File: src/rtl/pipeline_ctrl.sv
`default_nettype none
// ============================================================================
// Module   : pipeline_ctrl
// Purpose  : Hazard, forwarding and halt/drain controller for the 5-stage CPU.
// Revision : 1.0
// ============================================================================
module pipeline_ctrl #(
  parameter int DRAIN_CYCLES = 4,
  parameter int CNT_W        = 32
) (
  input  logic             CLK,
  input  logic             RST_N,
  input  logic [4:0]       ID_rs,
  input  logic [4:0]       ID_rt,
  input  logic             ID_is_halt,
  input  logic [4:0]       EX_rs,
  input  logic [4:0]       EX_rt,
  input  logic             EX_MemRead,
  input  logic             EX_PCSrc,
  input  logic             MEM_RegWrite,
  input  logic [4:0]       MEM_rd,
  input  logic             WB_RegWrite,
  input  logic [4:0]       WB_rd,
  output logic             PCWrite,
  output logic             IF_ID_write,
  output logic             IF_ID_flush,
  output logic             ID_EX_bubble,
  output logic [1:0]       forwardA,
  output logic [1:0]       forwardB,
  output logic             halted,
  output logic [CNT_W-1:0] cycle_count,
  output logic [CNT_W-1:0] stall_count
);

  localparam int DCW = (DRAIN_CYCLES > 1) ? $clog2(DRAIN_CYCLES) : 1;
  localparam logic [DCW-1:0] C_DRAIN_LOAD = DCW'(DRAIN_CYCLES - 1);

  typedef enum logic [1:0] {
    S_RUN    = 2'd0,
    S_DRAIN  = 2'd1,
    S_HALTED = 2'd2
  } state_t;

  state_t           r_state;
  state_t           w_next_state;
  logic [DCW-1:0]   r_drain_cnt;
  logic [DCW-1:0]   w_next_cnt;
  logic             r_halted;
  logic [CNT_W-1:0] r_cycle_count;
  logic [CNT_W-1:0] r_stall_count;
  logic             w_load_use;
  logic             w_stall;
  logic             w_count_en;

  // $0 is hard-wired zero, so a load targeting it can never feed ID.
  assign w_load_use = EX_MemRead && (EX_rt != 5'd0) &&
                      ((EX_rt == ID_rs) || (EX_rt == ID_rt));

  always_comb begin
    w_next_state = r_state;
    w_next_cnt   = r_drain_cnt;
    PCWrite      = 1'b1;
    IF_ID_write  = 1'b1;
    IF_ID_flush  = 1'b0;
    ID_EX_bubble = 1'b0;
    w_stall      = 1'b0;
    case (r_state)
      S_RUN: begin
        if (EX_PCSrc) begin
          // Wrong-path instruction in ID is squashed, so its hazards don't matter.
          IF_ID_flush  = 1'b1;
          ID_EX_bubble = 1'b1;
        end else if (w_load_use) begin
          PCWrite      = 1'b0;
          IF_ID_write  = 1'b0;
          ID_EX_bubble = 1'b1;
          w_stall      = 1'b1;
        end else if (ID_is_halt) begin
          PCWrite      = 1'b0;
          IF_ID_write  = 1'b0;
          ID_EX_bubble = 1'b1;
          w_next_state = S_DRAIN;
          w_next_cnt   = C_DRAIN_LOAD;
        end
      end
      S_DRAIN: begin
        PCWrite      = 1'b0;
        IF_ID_write  = 1'b0;
        ID_EX_bubble = 1'b1;
        if (r_drain_cnt == '0) begin
          w_next_state = S_HALTED;
        end else begin
          w_next_cnt = r_drain_cnt - DCW'(1);
        end
      end
      S_HALTED: begin
        PCWrite      = 1'b0;
        IF_ID_write  = 1'b0;
        ID_EX_bubble = 1'b1;
      end
      default: begin
        w_next_state = S_RUN;
      end
    endcase
  end

  assign w_count_en = (r_state != S_HALTED);

  always_ff @(posedge CLK or negedge RST_N) begin
    if (!RST_N) begin
      r_state       <= S_RUN;
      r_drain_cnt   <= '0;
      r_halted      <= 1'b0;
      r_cycle_count <= '0;
      r_stall_count <= '0;
    end else begin
      r_state     <= w_next_state;
      r_drain_cnt <= w_next_cnt;
      r_halted    <= r_halted | (w_next_state == S_HALTED);
      if (w_count_en) begin
        r_cycle_count <= r_cycle_count + CNT_W'(1);
      end
      if (w_stall) begin
        r_stall_count <= r_stall_count + CNT_W'(1);
      end
    end
  end

  // EX/MEM holds the younger result, so it takes precedence over MEM/WB.
  assign forwardA = (MEM_RegWrite && (MEM_rd != 5'd0) && (MEM_rd == EX_rs)) ? 2'b10 :
                    (WB_RegWrite  && (WB_rd  != 5'd0) && (WB_rd  == EX_rs)) ? 2'b01 :
                                                                              2'b00;
  assign forwardB = (MEM_RegWrite && (MEM_rd != 5'd0) && (MEM_rd == EX_rt)) ? 2'b10 :
                    (WB_RegWrite  && (WB_rd  != 5'd0) && (WB_rd  == EX_rt)) ? 2'b01 :
                                                                              2'b00;

  assign halted      = r_halted;
  assign cycle_count = r_cycle_count;
  assign stall_count = r_stall_count;

endmodule
`default_nettype wire

File: config.mk
export PLATFORM = sky130hd
export DESIGN_NAME = pipeline_ctrl
export DESIGN_NICKNAME = d
export VERILOG_FILES = /design/src/rtl/pipeline_ctrl.sv
export SDC_FILE = /design/constraint.sdc
export NUM_CORES = 1
export LEC_CHECK = 0
export CORE_ASPECT_RATIO = 1.2
export CORE_MARGIN = 2
export CORE_UTILIZATION = 48
export CTS_CLUSTER_SIZE = 10
export DETAILED_ROUTE_END_ITERATION = 6
export GPL_TIMING_DRIVEN = 0
export PLACE_DENSITY = 0.81
export SETUP_SLACK_MARGIN = 0.1
export SYNTH_ARGS = -nofsm -noshare
export SYNTH_HDL_FRONTEND = slang
export SYNTH_SLANG_ARGS = --single-unit
File: constraint.sdc
create_clock -name CLK -period 2.5 [get_ports CLK]
set_input_delay 0.375 -clock CLK [delete_from_list [all_inputs] [get_ports CLK]]
set_output_delay 0.375 -clock CLK [all_outputs]
set_load 0.03 [all_outputs]
; Word-level counts from Yosys, hierarchy flattened
; Cells that the tools add are included.
[totals]
register_bits = 69
in_bits = 37
output_inout_bits = 73
elab_cells = 67
[op_classes]
add_sub_neg = 3
n_eq_ne = 14
n_mux = 27
bitwise_logic = 1
n_reduce_logical = 17
[ops]
columns = op, n
row1 = "32-bit by 1-bit adder with 32-bit output, second input constant", 2
row2 = 5-bit equality test, 6
row3 = 2-bit 2-to-1 mux, 10
row4 = 5-bit nonzero test, 3
row5 = 1-bit 2-to-1 mux, 13
row6 = "2-bit != test, second input constant", 5
row7 = 1-bit logical AND, 8
row8 = 2-bit one-hot mux with 3 select lines, 1
row9 = 5-bit AND reduction, 1
row10 = "2-bit equality test, second input constant", 2
row11 = 2-bit zero test, 2
row12 = 1-bit one-hot mux with 2 select lines, 2
row13 = 2-bit one-hot mux with 2 select lines, 1
row14 = "2-bit by 1-bit equality test with 1-bit output, second input constant", 1
row15 = 2-bit nonzero test, 1
row16 = 2-bit OR reduction, 1
row17 = "2-bit by 1-bit subtractor with 2-bit output, second input constant", 1
row18 = 1-bit logical OR, 1
row19 = 1-bit bitwise OR, 1

; Logic depth before layout (Yosys ltp)
[depth]
ltp_word = 8
mapped_depth = 8
mapped_depth_nobuf = 7

; Least setup slack after synthesis
; No wires, ideal clock.
[synth_path]
path_kind = input to output
from = input EX_rt[1]
to = output PCWrite
arrival_time_ns = 2.343
t_required_ns = 2.125
path_slack_ns = -0.218
cell_stages = 6
path_buffers = 2
path_cell_list = buf_2 or4_1 o21a_1 a21o_1 a31oi_1 buf_4
[synth_between]
elab_chain_cells = 6
elab_cells_between_ends = 9
classes_between = 2 x eq/ne / 3 x mux / 4 x reduce/logical
[synth_rtl]
columns = item, line_no
row1 = start: declaration, 17  ; input logic [4:0] EX_rt,
row2 = 5-bit equality test or 5-bit nonzero test (tied branches), "57, 56"
row3 = 1-bit logical OR or 1-bit logical AND (tied branches), "57, 56"
row4 = 1-bit logical AND *, 56  ; assign w_load_use = EX_MemRead && (EX_rt != 5'd0) &&
row5 = 1-bit 2-to-1 mux * (2 in series), -
row6 = 1-bit one-hot mux with 2 select lines *, -
row7 = end: declaration, 24  ; output logic PCWrite,
; Every way passes the cells marked *; elsewhere a longest branch is shown, timed or not.

; Final worst setup path
[layout_path]
from = input MEM_rd[4]
to = output forwardB[0]
[layout_between]
elab_chain_cells = 4
elab_cells_between_ends = 5
classes_between = 1 x eq/ne / 1 x mux / 3 x reduce/logical
[layout_rtl]
columns = item, line_no
row1 = start: declaration, 21  ; input logic [4:0] MEM_rd,
row2 = 5-bit nonzero test, 133  ; assign forwardB = (MEM_RegWrite && (MEM_rd != 5'd0) && (MEM_rd == EX_rt)) ? 2'b10 :
row3 = 1-bit logical AND, 133
row4 = 1-bit logical AND *, 133
row5 = 2-bit 2-to-1 mux *, 133
row6 = end: declaration, 29  ; output logic [1:0] forwardB,
; Marked as above.

==> results.json <==
{
  "status": "completed",
  "rows": 35,
  "min_path_type": "input port to asynchronous set/reset pin",
  "fmax_ghz": 0.413,
  "critPathLaunchType": "input port",
  "yosysMostFrequentCell": "dfrtp_1",
  "power.internal_mw": 1.78,
  "skew_ns": 0.00980,
  "nets": 527,
  "ys_types": 49,
  "yosysTopAreaCell": "dfrtp_1",
  "hold_violations": 0,
  "drc": 0,
  "cts_buffer_depth": 2,
  "netlist_top_cells_count": "dfrtp_1 (69), xor2_1 (51), xnor2_1 (41)",
  "synth_area_leaders": "dfrtp_1 (46%), xor2_1 (12%), xnor2_1 (9.5%)",
  "grt_pass1_wl_um": 14200,
  "place.gp.congestion": 0.860,
  "grt_max_degree": 70,
  "syn-num-nets": 406,
  "antenna_found_initial": 0,
  "dp.cells": 558,
  "end_kind": "output pin",
  "ys_seq_area_frac": 0.456,
  "finalSetupViolations": 0,
  "leakagePower_nw": 2.37,
  "routed_wl_um": 8590,
  "crit_arrival_ns": 2.05,
  "postRouteAntennaNets": 0,
  "ys_seq_elements": 69,
  "async_reset_ff_frac": 1.00,
  "vias_per_cell": 5.45,
  "layout_min_cycle_time_ns": 2.42,
  "p_seq_frac": 0.474,
  "slew_violations": 0,
  "instances_no_fill": 580,
  "cts_tree": "done",
  "dp_hpwl_um": 6490,
  "overflow": 0,
  "syn_area_mm2": 0.00378,
  "clock_sinks": 69,
  "cts.reportedPaths.clkPinSlew_ns": 0.08,
  "cp_max_fo": 3,
  "die_h_um": 101,
  "ios": 110,
  "cts-root-buf": "clkbuf_8",
  "track_usage": 0.201,
  "combPwrFrac": 0.082,
  "required_ns": 2.12,
  "drt_iter0_drc": 125,
  "critPathKind": "input port to output pin",
  "p_per_area_mw_per_mm2": 448,
  "yosys_warnings": 0,
  "worst_ir_drop_vdd_v": 0.000369,
  "drv_cap": 0,
  "avgSynthCellArea_um2": 10.5,
  "tightest_slew_ns": 0.863,
  "ys.flop_type": "dfrtp_1",
  "grt_pass1_vias": 3102,
  "firstDrtPassIters": 4,
  "wl_per_cell_um": 14.8,
  "num_vias": 3160,
  "cts-buffers-inserted": 9,
  "dieArea_mm2": 0.00861,
  "cts_htree_levels": 3,
  "initial_core_util": 0.494,
  "relSlewSlack": 0.425,
  "synth-edff-count": 0,
  "clk-insertion-delay-late_ns": 0.34,
  "grt_setup_unrepaired": "yes",
  "coreArea_mm2": 0.00766,
  "synth_cells": 362,
  "switching_share": 0.241,
  "power_mw": 2.35,
  "netlist.area_leader.share": 0.456,
  "antenna_cells": 0,
  "clock_power_share": 0.444,
  "finalCritPeriodShare": 0.969,
  "syn_to_final_growth_pct": 38.7,
  "switching_power_mw": 0.568,
  "numPortBuffers": 104,
  "drive_above_1_share": 0.123,
  "die_width_um": 85.1
}
[sequential cells by signal, indices dropped and copies added, names as in the netlist]
| signal | flops |
|---|---|
| cycle_count | 32 |
| halted | 1 |
| r_drain_cnt | 2 |
| r_state | 2 |
| stall_count | 32 |
[cell usage in the layout (no fill, tap or decap), types with 10 or more instances in the layout]
master	n
nand3_1	19
xor2_1	51
dfrtp_1	69
clkdlybuf4s50_1	92
xnor2_1	41
nor3_1	20
nor2_1	15
nand4_1	17
inv_1	10
buf_4	11
nand2_1	25
[worst max-delay path: stages]
cell,delay (ns)
clkdlybuf4s50_1,0.46
or4_1,0.45
o21ai_2,0.21
nor4_2,0.09
nor4_2,0.26
buf_4,0.20
[power by group through the flow]
stage          Clock [mW]  Combinational, mW  Sequential (mW)
3_3_place_gp            0              0.178             1.14
6_report             1.04              0.192             1.11
4_1_cts              1.07              0.187             1.11
2_1_floorplan           0             0.0794             1.14
5_1_grt              1.11              0.211             1.11
3_5_place_dp            0              0.181             1.14
[path summary, 6_finish.rpt]
| kind | to | slack (ns) | cells after the start | from |
|---|---|---|---|---|
| setup / recovery | forwardB[0] | 0.08 | 6 | MEM_rd[4] |
| hold / removal | stall_count[0] | 0.12 | 1 | RST_N |
| setup reg to reg | cycle_count[24] | 0.36 | 8 | r_state[0] |
| hold reg to reg | stall_count[31] | 0.47 | 1 | stall_count[31] |
| max in group asynchronous | cycle_count[10] | 1.79 | 1 | RST_N |
| min in group CLK | stall_count[31] | 0.47 | 1 | stall_count[31] |
[timing repair]
item | in CTS | in global routing
resized for setup | 46 | 7
hold buffers | 0 | 0
buffers inserted | 0 | 6
endpoints found under the setup margin | 8 | 7
pin swaps | 4 | 4
[metal layers]
layer / wire length [um] / global-route usage / vias up
met3: 517 / 0.0530 / 10
li1: - / - / 1516
met5: 0 / 0 / -
met2: 4480 / 0.347 / 100
met4: 131 / 0.0757 / 0
met1: 3460 / 0.243 / 1534
[per-stage QoR]
stage | TNS, ns | utilization | setup slack, ns | hold WS, ns | instance area (um^2)
6_report | 0 | 0.685 | 0.0765 | 0.124 | 5250
5_1_grt | 0 | 0.685 | 0.0197 | 0.202 | 5250
4_1_cts | 0 | 0.678 | 0.105 | 0.170 | 5190
3_5_place_dp | -3.29 | 0.647 | -0.702 | 0.457 | 4960
3_3_place_gp | -88.95 | 0.648 | -1.25 | 0.455 | 4960
2_1_floorplan | -0.0276 | - | -0.0276 | 0.0794 | 3810
[kinds of logic after synthesis]
group | count (synthesis) | share of synthesized area
simple gates | 143 | 0.226
xor+xnor | 92 | 0.213
flops | 69 | 0.456
compound gates | 25 | 0.0460
buf+inv | 24 | 0.0298
fa+ha+maj | 7 | 0.0231
mux | 2 | 0.00595
[final cells by class]
| cell class | instances | area, um^2 |
|---|---|---|
| Inverter | 10 | 37.5 |
| Sequential cell | 69 | 1730 |
| Clock inverter | 7 | 104 |
| Timing Repair Buffer | 110 | 1060 |
| Clock buffer | 9 | 124 |
| Tap cell | 92 | 115 |
| Fill cell | 607 | 2420 |
| Buffer | 14 | 76.3 |
| Multi-Input combinational cell | 269 | 2000 |
Power figures use the tool's default switching activity.
